`src/rtl/logip_pkg.sv`:
```
// Shared definitions for the logic-analyzer IP blocks.
//   - state_e     : tx serializer FSM states
//   - BYTE_W      : width of one UART byte
//   - WORD_W_DEF  : default core transmit word width
//   - GRP_ENABLED : polarity of a group-enable bit (1 = group enabled)
package logip_pkg;

    typedef enum logic [1:0] {
        ST_IDLE = 2'd0,
        ST_SEND = 2'd1,
        ST_HOLD = 2'd2
    } state_e;

    localparam int   BYTE_W      = 8;
    localparam int   WORD_W_DEF  = 32;
    localparam logic GRP_ENABLED = 1'b1;

endpackage

```
`src/rtl/sump_tx_serializer.sv`:
```
// Word-to-byte serializer between the logic-analyzer core tx port and the
// UART byte transmitter. Accepts one word per strobe, emits its bytes LSB
// first, skipping bytes whose channel group is disabled.
//
// Ports:
//   clk_i         system clock
//   rst_in        asynchronous active-low reset
//   word_i        word from core
//   word_stb_i    one-cycle word strobe from core
//   word_rdy_o    ready to accept a word (state == IDLE)
//   grp_en_i      per-byte group enable, captured with the word
//   uart_rdy_i    UART idle and able to take a byte
//   tx_byte_o     byte to UART (registered, holds last sent byte)
//   tx_byte_stb_o one-cycle byte strobe to UART (registered)
//   ovf_o         sticky: word strobe seen while not ready
module sump_tx_serializer
    import logip_pkg::*;
#(
    parameter  int WORD_W = WORD_W_DEF,
    localparam int NBYTES = WORD_W / BYTE_W
) (
    input  logic              clk_i,
    input  logic              rst_in,
    input  logic [WORD_W-1:0] word_i,
    input  logic              word_stb_i,
    output logic              word_rdy_o,
    input  logic [NBYTES-1:0] grp_en_i,
    input  logic              uart_rdy_i,
    output logic [BYTE_W-1:0] tx_byte_o,
    output logic              tx_byte_stb_o,
    output logic              ovf_o
);

    // idx must reach NBYTES (the "done" value), byte select only needs NBYTES-1.
    localparam int IDX_W  = $clog2(NBYTES + 1);
    localparam int BSEL_W = (NBYTES > 1) ? $clog2(NBYTES) : 1;
    localparam logic [IDX_W-1:0] LAST_IDX = IDX_W'(NBYTES);

    state_e              state_q;
    logic [IDX_W-1:0]    idx_q;
    logic [WORD_W-1:0]   data_q;
    logic [NBYTES-1:0]   mask_q;
    logic [BYTE_W-1:0]   tx_byte_q;
    logic                tx_byte_stb_q;
    logic                ovf_q;
    logic [BSEL_W-1:0]   bsel;

    // Only used while idx_q < NBYTES, so truncation never aliases.
    assign bsel = idx_q[BSEL_W-1:0];

    always_ff @(posedge clk_i or negedge rst_in) begin
        if (!rst_in) begin
            state_q       <= ST_IDLE;
            idx_q         <= '0;
            data_q        <= '0;
            mask_q        <= '0;
            tx_byte_q     <= '0;
            tx_byte_stb_q <= 1'b0;
            ovf_q         <= 1'b0;
        end else begin
            // A strobe outside IDLE is dropped; only the error flag records it.
            if (word_stb_i && (state_q != ST_IDLE)) ovf_q <= 1'b1;

            case (state_q)
                ST_IDLE: begin
                    tx_byte_stb_q <= 1'b0;
                    if (word_stb_i) begin
                        data_q  <= word_i;
                        mask_q  <= grp_en_i;
                        idx_q   <= '0;
                        state_q <= ST_SEND;
                    end
                end
                ST_SEND: begin
                    tx_byte_stb_q <= 1'b0;
                    if (idx_q == LAST_IDX) begin
                        state_q <= ST_IDLE;
                    end else if (mask_q[bsel] != GRP_ENABLED) begin
                        idx_q <= idx_q + IDX_W'(1);
                    end else if (uart_rdy_i) begin
                        tx_byte_q     <= data_q[BYTE_W*bsel +: BYTE_W];
                        tx_byte_stb_q <= 1'b1;
                        state_q       <= ST_HOLD;
                    end
                end
                ST_HOLD: begin
                    // Gives the UART a cycle to drop uart_rdy_i before the next byte.
                    tx_byte_stb_q <= 1'b0;
                    idx_q         <= idx_q + IDX_W'(1);
                    state_q       <= ST_SEND;
                end
                default: begin
                    tx_byte_stb_q <= 1'b0;
                    state_q       <= ST_IDLE;
                end
            endcase
        end
    end

    assign word_rdy_o    = (state_q == ST_IDLE);
    assign tx_byte_o     = tx_byte_q;
    assign tx_byte_stb_o = tx_byte_stb_q;
    assign ovf_o         = ovf_q;

endmodule

```
`config.mk`:
```
export PLATFORM = sky130hd
export DESIGN_NAME = sump_tx_serializer
export DESIGN_NICKNAME = d
export VERILOG_FILES = /design/src/rtl/logip_pkg.sv /design/src/rtl/sump_tx_serializer.sv
export SDC_FILE = /design/constraint.sdc
export NUM_CORES = 1
export LEC_CHECK = 0
export BUFFER_PORTS_ARGS = -buffer_cell sky130_fd_sc_hd__buf_4
export CAP_MARGIN = 20
export CORE_MARGIN = 2
export CORE_UTILIZATION = 30
export CTS_CLUSTER_SIZE = 24
export DETAILED_ROUTE_END_ITERATION = 6
export MAX_ROUTING_LAYER = met4
export PLACE_DENSITY_LB_ADDON = 0.2
export SETUP_SLACK_MARGIN = 0.5
export SLEW_MARGIN = 10
export SYNTH_ARGS = -nofsm -noshare
export SYNTH_HDL_FRONTEND = slang
export SYNTH_SLANG_ARGS = --single-unit
```
`constraint.sdc`:
```
create_clock -name clk_i -period 2 [get_ports clk_i]
set_input_delay 0.4 -clock clk_i [delete_from_list [all_inputs] [get_ports clk_i]]
set_output_delay 0.4 -clock clk_i [all_outputs]
set_load 0.01 [all_outputs]
```
==> reports/results.ini <==
[power_and_ir_drop]
leakagePower_nw = 1.47
ir_drop_mv = 0.460
power_density_mw_per_mm2 = 1550
total_power_mw = 4.88

[layout]
nFillCells = 741
antenna-diode-count = 0
nNetsFinal = 257
fin_cells = 314
final_util_pct = 40.9
design_area_mm2 = 0.00314
syn_to_final_growth_pct = 33.3
drive_gt1_share_pct = 60.4

[grt]
grt_pass1_vias = 1457
antenna_found_initial = 0
overflow = 0
grt_pass1_wl_um = 7470
grt_use_total_pct = 11.6
grt_max_degree = 52

[synthesis]
synth_common_cells = 51 x dfrtp_1, 36 x mux2_2, 8 x mux2_4, 8 x mux4_1, 7 x inv_1
synth_area_mm2 = 0.00236
synth.area.top_cells = dfrtp_1 54%, mux2_2 17%, mux4_1 8.9%, mux2_4 5.1%, ha_1 3.2%
avgSynthCellArea_um2 = 15.8
syn-num-nets = 195
synth_top_area_cell = dfrtp_1
ys.flop_type = dfrtp_1
synth.most_common_cell = dfrtp_1
ys_seq_area_share_pct = 54.1
async_flop_share_pct = 100
ys_warn_count = 0
synth_top_area_share_pct = 54.1
synth_seq_cells = 51
synthCells = 149
synth_enable_flop_cells = 0
synthDistinctLibCells = 27

[setup_path]
crit_path_max_fanout = 5
worstPathRequired_ps = 2200
critPathLaunchType = flip-flop
regToRegStartpoint = idx_q[0]
ff2ff_setup_slack_ps = 350
r2r_end = tx_byte_o[2]
endpoint = tx_byte_o[2]
arrival_ps = 1850
cp-end-kind = flip-flop
crit_start = idx_q[0]
criticalPathCategory = flip-flop to flip-flop
reg2regPathDepth = 4

[drt]
drt_iter0_markers = 55
drc = 0
wirelength_um = 4900
vias = 1429
routed_via_density = 4.55
ant_nets = 0
routedWlPerCell_um = 15.6
detail_route.first_pass.iterations = 4

[timing]
rsz0062_at_grt = true
report.final.slew_viol_count = 0
slew_headroom_pct = 57.9
fin_tns_setup_ps = 0
fin_crit_ps = 1650
hold_viol_final = 0
fmaxAchievable_ghz = 0.607
clock_skew_ps = 5.10
finalSetupViolations = 0
tightest_slew_ps = 631
period_share_pct = 82.4

[clock_network]
cts_buffers = 5
htree_num_levels = 2
cts_sinks = 51
cts_tree = yes
cts_buffer_depth = 2
cts_hold_buf = 0
clkTransAtPathRegs_ps = 100
clk-insertion-delay-late_ps = 310
cts_root_buf = clkbuf_8

[die]
initial_core_util_pct = 30.7
rows = 32
io_pins = 51
core_area_mm2 = 0.00769
die_h_um = 92.7
dieArea_mm2 = 0.00859
chipWidth_um = 92.7

[outcome]
status = finished, final reports clean

[job]
maxCapViolCount = 0

[placement]
hpwl_um = 3040
place.gp.congestion = 0.712
placed_area_mm2 = 0.00285
place_inst = 298
port_buffers = 50

[hold_path]
worstHoldPathType = input port to async pin

repair_timing:
action                                 in CTS  in global routing
cloned                                      1                  3
setup endpoints to repair                  16                 49
pin swaps                                   0                  1
resized for setup                           9                  8
buffers inserted                            4                  0
endpoints found under the hold margin       0                  0
sequential cells by signal, summed over array words and instances (netlist names):
register	count
data_q	32
tx_byte_o	8
mask_q	4
idx_q	3
state_q	2
ovf_o	1
tx_byte_stb_o	1
kinds of logic after synthesis:
family          count (synthesis)  share of synthesized area, %
mux                            55                          33.0
flops                          51                          54.1
compound gates                 14                          3.93
buf+inv                        13                          3.13
simple gates                    9                          2.28
fa+ha+maj                       6                          3.18
xor+xnor                        1                         0.371
per-layer routing:
| metal | vias to the layer above | GRT usage (%) | wire length, um |
|---|---|---|---|
| met2 | 27 | 18.4 | 2470 |
| met4 | 0 | 4.41 | 82 |
| met1 | 731 | 14.7 | 2170 |
| met5 | - | - | 0 |
| li1 | 665 | - | - |
| met3 | 6 | 2.52 | 171 |
report_power, final:
group	internal, mW	leakage [nW]	total [mW]	switching, mW
clock	0.499	0.0644	0.859	0.360
combinational	1.37	0.806	2.20	0.828
sequential	1.54	0.603	1.82	0.280
total	3.41	1.47	4.88	1.47
worst min path at each step:
stage	slack, ps	to	startpoint	cells past startpoint
after floorplan	100	data_q[0]	rst_in	0
after global placement	440	ovf_o	ovf_o	1
after detailed placement	450	ovf_o	ovf_o	1
after CTS	140	data_q[22]	rst_in	1
after global routing	160	data_q[17]	rst_in	1
final	110	data_q[17]	rst_in	1
layout make-up:
class	count	area, um^2	share of cell area, %
inverters	7	26.3	0.836
flip-flops and latches	51	1280	40.7
multi-input cells	86	1060	33.8
clock inverters	3	67.6	2.15
well taps	102	128	4.06
repair buffers	60	513	16.3
clock buffers	5	68.8	2.19
cells in the final DEF (no fill, tap or decap), types with 2 or more instances in the layout:
master,netlist,final
mux2_2,36,36
mux2i_1,2,2
buf_4,0,54
dfrtp_1,51,49
a21o_1,2,2
nand2b_4,1,2
inv_2,0,2
mux2_4,8,8
clkbuf_16,0,2
buf_6,1,2
mux4_1,8,7
a21oi_1,4,3
ha_1,6,4
dfrtp_2,0,2
mux4_2,1,2
inv_1,7,5
nand2_1,4,3
bufinv_16,0,2
clkbuf_8,0,5
worst max-delay path: stages, from the launching register on:
cell	delay, ps
dfrtp_2	390
mux4_2	520
and2_4	180
nand2b_4	130
mux2_4	310
stage by stage:
stage	hold WS, ps	setup WS, ps
2_1_floorplan	104	203
6_report	109	353
3_5_place_dp	445	156
3_3_place_gp	442	198
5_1_grt	159	298
4_1_cts	135	355
No activity file was read; power rests on OpenSTA's default activity.
